`src/rtl/pipe_stage_reg.sv`:
```
// Pipeline stage register with valid/ready handshake, stall, flush and bubble gating.
// SKID=1 adds a second entry so in_ready comes straight from a flop.
module pipe_stage_reg #(
    parameter int DATA_W = 32,
    parameter int CTRL_W = 2,
    parameter int SKID   = 1
) (
    input  logic              clk,
    input  logic              rstn,
    input  logic              in_valid,
    output logic              in_ready,
    input  logic [CTRL_W-1:0] in_ctrl,
    input  logic [DATA_W-1:0] in_data,
    input  logic              flush,
    output logic              out_valid,
    input  logic              out_ready,
    output logic [CTRL_W-1:0] out_ctrl,
    output logic [DATA_W-1:0] out_data,
    output logic [1:0]        occupancy
);

    logic              main_valid, main_valid_n;
    logic              skid_valid, skid_valid_n;
    logic              rdy_q, rdy_n;
    logic [CTRL_W-1:0] main_ctrl, main_ctrl_n, skid_ctrl, skid_ctrl_n;
    logic [DATA_W-1:0] main_data, main_data_n, skid_data, skid_data_n;
    logic              in_fire, out_fire;

    // rdy_q is low during reset; with SKID=0 it only gates the combinational ready.
    assign in_ready  = (SKID != 0) ? rdy_q : (rdy_q & (~main_valid | out_ready));
    assign in_fire   = in_valid & in_ready;
    assign out_fire  = main_valid & out_ready;

    assign out_valid = main_valid;
    assign out_ctrl  = main_valid ? main_ctrl : '0;
    assign out_data  = main_data;
    assign occupancy = {1'b0, main_valid} + {1'b0, skid_valid};

    always_comb begin
        main_valid_n = main_valid;
        skid_valid_n = skid_valid;
        main_ctrl_n  = main_ctrl;
        main_data_n  = main_data;
        skid_ctrl_n  = skid_ctrl;
        skid_data_n  = skid_data;
        if (flush) begin
            main_valid_n = 1'b0;
            skid_valid_n = 1'b0;
        end else if (SKID != 0) begin
            if (!main_valid) begin
                if (in_fire) begin
                    main_valid_n = 1'b1;
                    main_ctrl_n  = in_ctrl;
                    main_data_n  = in_data;
                end
            end else if (out_fire) begin
                // A full skid entry blocks in_ready, so it never competes with a new beat.
                if (skid_valid) begin
                    main_ctrl_n  = skid_ctrl;
                    main_data_n  = skid_data;
                    skid_valid_n = 1'b0;
                end else if (in_fire) begin
                    main_ctrl_n  = in_ctrl;
                    main_data_n  = in_data;
                end else begin
                    main_valid_n = 1'b0;
                end
            end else if (in_fire) begin
                skid_valid_n = 1'b1;
                skid_ctrl_n  = in_ctrl;
                skid_data_n  = in_data;
            end
        end else begin
            if (in_fire) begin
                main_valid_n = 1'b1;
                main_ctrl_n  = in_ctrl;
                main_data_n  = in_data;
            end else if (out_fire) begin
                main_valid_n = 1'b0;
            end
        end
        rdy_n = (SKID != 0) ? ~skid_valid_n : 1'b1;
    end

    always_ff @(posedge clk) begin
        if (!rstn) begin
            main_valid <= 1'b0;
            skid_valid <= 1'b0;
            rdy_q      <= 1'b0;
            main_ctrl  <= '0;
            main_data  <= '0;
            skid_ctrl  <= '0;
            skid_data  <= '0;
        end else begin
            main_valid <= main_valid_n;
            skid_valid <= skid_valid_n;
            rdy_q      <= rdy_n;
            main_ctrl  <= main_ctrl_n;
            main_data  <= main_data_n;
            skid_ctrl  <= skid_ctrl_n;
            skid_data  <= skid_data_n;
        end
    end

endmodule

```
`config.mk`:
```
export PLATFORM = sky130hd
export DESIGN_NAME = pipe_stage_reg
export DESIGN_NICKNAME = d
export VERILOG_FILES = /design/src/rtl/pipe_stage_reg.sv
export SDC_FILE = /design/constraint.sdc
export NUM_CORES = 1
export LEC_CHECK = 0
export BUFFER_PORTS_ARGS = -buffer_cell sky130_fd_sc_hd__buf_2
export CAP_MARGIN = 20
export CORE_UTILIZATION = 50
export DETAILED_ROUTE_END_ITERATION = 10
export GPL_ROUTABILITY_DRIVEN = 0
export PLACE_DENSITY = 0.74
export SYNTH_ARGS = -nofsm -noshare
export SYNTH_HDL_FRONTEND = slang
export SYNTH_SLANG_ARGS = --single-unit
```
`constraint.sdc`:
```
create_clock -name clk -period 3.5 [get_ports clk]
set_input_delay 0.175 -clock clk [delete_from_list [all_inputs] [get_ports clk]]
set_output_delay 0.175 -clock clk [all_outputs]
set_load 0.01 [all_outputs]
```
==> results.json, run 1 <==
{
  "hpwl_mm": 5.24,
  "cp_max_fo": 55,
  "num_rows": 30,
  "via_count": 3499,
  "h-tree-depth": 3,
  "dieArea_um2": 7650,
  "grt_max_degree": 105,
  "grt_pass1_wl_mm": 15.2,
  "endpoint_kind": "flop",
  "slew-limit-headroom_pct": 32.3,
  "critPathKind": "flop to flop",
  "antenna_found_initial": 0,
  "cts_tree": "built",
  "synth_nets": 459,
  "cts.sinks": 71,
  "place_inst": 540,
  "insertion_delay_ns": 0.34,
  "rsz0062_at_grt": "false",
  "fin_skew_ns": 0.0103,
  "numPortBuffers": 76,
  "finalHoldViolations": 0,
  "maxSlewViolCount": 0,
  "area_growth_pct": 14.9,
  "min_path_type": "input pin to flop",
  "route.detailed.drc": 0,
  "fin_area_um2": 4200,
  "drive_gt1_share_pct": 24.3,
  "synth_area_um2": 3650,
  "fin_nets": 496,
  "power.density_nw_per_um2": 410,
  "grt.total_usage_pct": 25.1,
  "diodes": 0,
  "clk_path_buf_depth": 2,
  "drv_cap": 0,
  "utilization_pct": 60.8,
  "yosysSeqAreaShare_pct": 38.9,
  "finalSetupViolCount": 0,
  "start_util_pct": 52.9,
  "synthCells": 419,
  "worstPathRequired_ns": 3.77,
  "die_y_um": 87.5,
  "routedWlPerCell_um": 16.6,
  "dieWidth_um": 87.5,
  "wl_mm": 9.27,
  "setup_slack_ns": 1.20,
  "placed_area_um2": 3960,
  "cp-start-kind": "flop",
  "fin_cells": 557,
  "coreArea_um2": 6910,
  "drt_first_pass_iters": 4,
  "cp_cell_sequence": "buf_4 > a22oi_2 > buf_4 > a2111o_1 > a21oi_1",
  "p_leak_uw": 0.00161,
  "ios": 77,
  "crit_arrival_ns": 2.57,
  "slowest_delay_ns": 0.61,
  "status": "completed",
  "postRouteAntennaNets": 0,
  "gr-total-overflow": 0,
  "ctsResizeCount": 0,
  "grt_pass1_vias": 3153,
  "vias_per_cell": 6.28,
  "first_iter_violations": 263,
  "place_ws_ns": 1.24,
  "fmax_mhz": 436,
  "root_buffer": "clkbuf_8",
  "post-route-period-util_pct": 65.6,
  "cts_buffers": 9,
  "cts_hold_buf": 0,
  "yosys_warnings": 0,
  "syn_area_per_cell_um2": 8.72,
  "synthDistinctLibCells": 28,
  "fill_cells": 641,
  "crit_top_cell": "buf_4",
  "clkSlewWorstSetupHoldPaths_ns": 0.08,
  "synth-seq-cells": 71,
  "tightest_slew_ns": 1.02,
  "tns_ns": 0,
  "post_cts_buffers": 0,
  "fin_crit_ns": 2.30,
  "vdd_drop_max_uv": 314,
  "slowest_stage": "dfxtp_2"
}
[kinds of logic (layout without fill, tap and decap cells)]
kind of cell	after synthesis	in the layout	share of synthesized area, %
AOI/OAI and AO/OA	208	208	41.7
and+or+nand+nor	77	77	10.9
DFF	71	71	38.9
buffers and inverters	62	104	8.12
adders and majority gates	1	1	0.343
[critical path, delay by kind of cell (launching register included)]
family                 cells  cell delay, ns
AO/OA/AOI/OAI              3            0.70
buffers and inverters      2            0.89
flip-flops                 1            0.61
[path summary, 6_finish.rpt]
| kind | from | to | slack, ns | depth (start not counted) |
|---|---|---|---|---|
| max reg2reg | out_valid$_SDFF_PP0_ | out_data[21]$_SDFFE_PN0P_ | 1.20 | 5 |
| min reg2reg | main_ctrl[1]$_SDFFE_PN0P_ | main_ctrl[1]$_SDFFE_PN0P_ | 0.46 | 2 |
| min | in_data[15] | skid_data[15]$_SDFFE_PN0P_ | 0.08 | 3 |
| max | out_valid$_SDFF_PP0_ | out_data[21]$_SDFFE_PN0P_ | 1.20 | 5 |
[through the flow]
step / hold WS [ns] / total power (µW)
floorplan: 0.297 / 962
global placement: 0.435 / 1020
detailed placement: 0.445 / 1020
CTS: 0.0729 / 1720
global route: 0.0799 / 1780
finish: 0.0808 / 1720
[area by class of cell]
class / count / area [µm²] / share of cell area, %
clock buffers: 10 / 128 / 3.04
clock inverters: 6 / 85.1 / 2.03
inverters: 2 / 7.51 / 0.179
multi-input cells: 286 / 1940 / 46.3
flip-flops and latches: 71 / 1420 / 33.9
well taps: 96 / 120 / 2.86
repair buffers: 86 / 490 / 11.7
[cell usage in the layout (no fill, tap or decap)]
cell	Yosys	layout
a22oi_2	1	1
a2111o_1	34	34
a31oi_1	1	1
dfxtp_1	71	69
bufinv_16	0	2
nand3_1	68	68
buf_4	1	9
clkbuf_1	35	1
a21bo_2	6	6
dfxtp_2	0	2
a21oi_1	68	68
buf_16	0	1
clkinv_2	0	2
nor3_1	1	1
o21ai_1	21	21
buf_2	18	75
ha_1	1	1
clkinv_1	1	1
buf_12	0	1
nand4b_1	1	1
o31ai_1	34	34
and4b_1	1	1
a211oi_1	1	1
nor2b_4	0	1
clkinvlp_4	0	2
a21bo_1	28	28
o21ai_0	13	13
a22oi_1	1	1
inv_2	1	1
nor2_1	1	1
nand2b_1	1	1
and2_1	3	3
clkbuf_8	0	9
[flip-flops by register name, summed over array words and instances, names as in the netlist]
signal,flops
skid_ctrl,2
out_valid,1
skid_valid,1
out_data,32
in_ready,1
main_ctrl,2
skid_data,32
[layer usage]
metal | wire (µm) | GRT usage, %
met5 | 0 | 0
met4 | 97 | 6.41
met3 | 575 | 5.78
met2 | 4350 | 40.8
met1 | 4250 | 33.5
[Yosys cell counts]
cell / count / area, µm²
a2111o_1: 34 / 383
a211oi_1: 1 / 7.51
a21bo_1: 28 / 280
a21bo_2: 6 / 60.1
a21oi_1: 68 / 340
a22oi_1: 1 / 7.51
a22oi_2: 1 / 12.5
a31oi_1: 1 / 6.26
and2_1: 3 / 18.8
and4b_1: 1 / 10.0
buf_1: 1 / 3.75
buf_2: 18 / 90.1
buf_4: 1 / 7.51
buf_6: 5 / 56.3
clkbuf_1: 35 / 131
clkinv_1: 1 / 3.75
dfxtp_1: 71 / 1420
ha_1: 1 / 12.5
inv_2: 1 / 3.75
nand2b_1: 1 / 6.26
nand3_1: 68 / 340
nand4b_1: 1 / 8.76
nor2_1: 1 / 3.75
nor2b_1: 1 / 6.26
nor3_1: 1 / 5.00
o21ai_0: 13 / 65.1
o21ai_1: 21 / 105
o31ai_1: 34 / 255
[report_power, final]
part | leakage (µW) | total [µW] | internal (µW) | switching [µW]
registers | 0.000576 | 833 | 822 | 11.2
clock network | 0.000102 | 713 | 399 | 314
logic | 0.000934 | 173 | 69.4 | 103
total | 0.00161 | 1720 | 1290 | 429
Power figures use the tool's default switching activity.
==> inputs of run 2 (changes only) <==
--- a/config.mk
+++ b/config.mk
@@ -7,10 +7,10 @@
 export LEC_CHECK = 0
 export BUFFER_PORTS_ARGS = -buffer_cell sky130_fd_sc_hd__buf_2
 export CAP_MARGIN = 20
-export CORE_UTILIZATION = 50
+export CORE_UTILIZATION = 49
 export DETAILED_ROUTE_END_ITERATION = 10
 export GPL_ROUTABILITY_DRIVEN = 0
-export PLACE_DENSITY = 0.74
+export PLACE_DENSITY = 0.76
 export SYNTH_ARGS = -nofsm -noshare
 export SYNTH_HDL_FRONTEND = slang
 export SYNTH_SLANG_ARGS = --single-unit
==> constraint.sdc (replaced) <==
create_clock -name clk -period 1.89 [get_ports clk]
set_input_delay 0.0945 -clock clk [delete_from_list [all_inputs] [get_ports clk]]
set_output_delay 0.0945 -clock clk [all_outputs]
set_load 0.01 [all_outputs]
==> run 2 against run 1 <==
Compared with the run above:
- combinational power grew 98%
- highest routed layer unchanged
- worst hold slack worse by 0.067 ns
- power up 81%
==> results.json, run 2 (synthesis results as in run 1) <==
{
  "h-tree-depth": 3,
  "ctsResizeCount": 0,
  "cts_tree": "built",
  "drt_first_pass_iters": 7,
  "diodes": 0,
  "area_growth_pct": 19.3,
  "grt_max_degree": 45,
  "fmax_mhz": 617,
  "cp_cell_sequence": "and4b_1 > buf_4 > nand3_1 > a21oi_1",
  "numPortBuffers": 76,
  "post-route-period-util_pct": 85.8,
  "worstPathRequired_ns": 2.16,
  "min_path_type": "input pin to flop",
  "slew-limit-headroom_pct": 69.6,
  "mostFrequentLayoutCell": "buf_2",
  "root_buffer": "clkbuf_8",
  "cts_buffers": 9,
  "cp_max_fo": 16,
  "drive_gt1_share_pct": 25.9,
  "cts.sinks": 71,
  "maxSlewViolCount": 0,
  "insertion_delay_ns": 0.34,
  "dieArea_um2": 7800,
  "route.detailed.drc": 0,
  "grt_busiest_layer": "met2",
  "tightest_slew_ns": 0.454,
  "power.density_nw_per_um2": 713,
  "clk_path_buf_depth": 2,
  "wl_mm": 9.14,
  "grt.total_usage_pct": 23.7,
  "vdd_drop_max_uv": 404,
  "path_delay_family": "flip-flops",
  "fin_cells": 570,
  "via_count": 3501,
  "seqPwrFrac_pct": 49.6,
  "endpoint_kind": "flop",
  "vias_per_cell": 6.14,
  "path_buf_inv": 1,
  "routedWlPerCell_um": 16.0,
  "drv_cap": 0,
  "fin_skew_ns": 0.00654,
  "crit_arrival_ns": 1.89,
  "status": "completed",
  "netSwitchingPower_uw": 798,
  "critPathKind": "flop to flop",
  "p_sw_share_pct": 25.7,
  "grt_pass1_wl_mm": 14.7,
  "first_iter_violations": 235,
  "grt_pass1_vias": 3181,
  "dieWidth_um": 88.3,
  "postRouteAntennaNets": 0,
  "p_int_uw": 2310,
  "num_rows": 31,
  "slowest_stage": "dfxtp_2",
  "slowest_delay_ns": 0.58,
  "ios": 77,
  "antenna_found_initial": 0,
  "fin_crit_ns": 1.62,
  "cp-start-kind": "flop",
  "tns_ns": 0,
  "place_inst": 553,
  "mostFrequentLayoutCells": "buf_2 (75), dfxtp_1 (69), nand3_1 (68), a21oi_1 (68)",
  "use_met3_pct": 3.17,
  "pwr-share-clk_pct": 39.3,
  "finalSetupViolCount": 0,
  "combPwrFrac_pct": 11.0,
  "fin_nets": 506,
  "start_util_pct": 50.6,
  "p_leak_uw": 0.00168,
  "grt_use_met1_pct": 30.4,
  "die_y_um": 88.3,
  "coreArea_um2": 7210,
  "rsz0062_at_grt": "false",
  "use_met2_pct": 40.8,
  "finalHoldViolations": 0,
  "gr-total-overflow": 0,
  "clkSlewWorstSetupHoldPaths_ns": 0.08,
  "hpwl_mm": 5.77,
  "post_cts_buffers": 0
}
-- run 2: changes by cell type in the layout (fill, tap and decap cells not counted), sizes merged --
cell	change
buf	+9
bufinv	-1
clkinv	+1
dlygate4sd3	+1
-- run 2: worst min-delay path: stages --
cell,delay [ns]
buf_2,0.11
nand3_1,0.06
a21oi_1,0.05
-- run 2: final timing paths --
path                        startpoint                         end  slack [ns]  cells past startpoint
max reg2reg       out_valid$_SDFF_PP0_  skid_data[10]$_SDFFE_PN0P_        0.27                      4
min reg2reg  main_ctrl[1]$_SDFFE_PN0P_   main_ctrl[1]$_SDFFE_PN0P_        0.47                      2
min                        in_data[20]  skid_data[20]$_SDFFE_PN0P_        0.01                      3
max               out_valid$_SDFF_PP0_  skid_data[10]$_SDFFE_PN0P_        0.27                      4
-- run 2: final cells by class --
| type | instances | area (µm²) |
|---|---|---|
| Multi-Input combinational cell | 286 | 1940 |
| Sequential cell | 71 | 1420 |
| Tap cell | 99 | 124 |
| Timing Repair Buffer | 96 | 661 |
| Clock inverter | 6 | 60.1 |
| Fill cell | 661 | 2860 |
| Clock buffer | 10 | 138 |
| Inverter | 2 | 7.51 |
-- run 2: power by group through the flow --
stage,combinational (µW),clock (µW),sequential [µW]
final,343,1220,1540
after global routing,373,1300,1540
after CTS,343,1230,1540
after detailed placement,340,0,1580
after global placement,335,0,1570
after floorplan,198,0,1580
-- run 2: layer usage --
metal | vias to the layer above | wire length, µm
met5 | - | 0
met1 | 1667 | 4180
met4 | 0 | 130
met2 | 118 | 4370
li1 | 1702 | -
met3 | 14 | 458
-- run 2: stage by stage --
stage / hold WS, ns / cell area, µm² / utilization [%] / power [µW] / setup slack [ns]
after floorplan: 0.216 / 3650 / - / 1780 / 0.458
after global placement: 0.346 / 4150 / 57.5 / 1910 / 0.357
after detailed placement: 0.357 / 4150 / 57.5 / 1920 / 0.301
after CTS: 0.00396 / 4360 / 60.4 / 3120 / 0.242
after global routing: 0.00927 / 4360 / 60.4 / 3220 / 0.135
final: 0.0135 / 4360 / 60.4 / 3110 / 0.269
-- run 2: what timing repair did --
action                                  in CTS  in global routing
hold buffers                                 1                  0
endpoints found under the hold margin        1                  0
endpoints found under the setup margin       0                  0
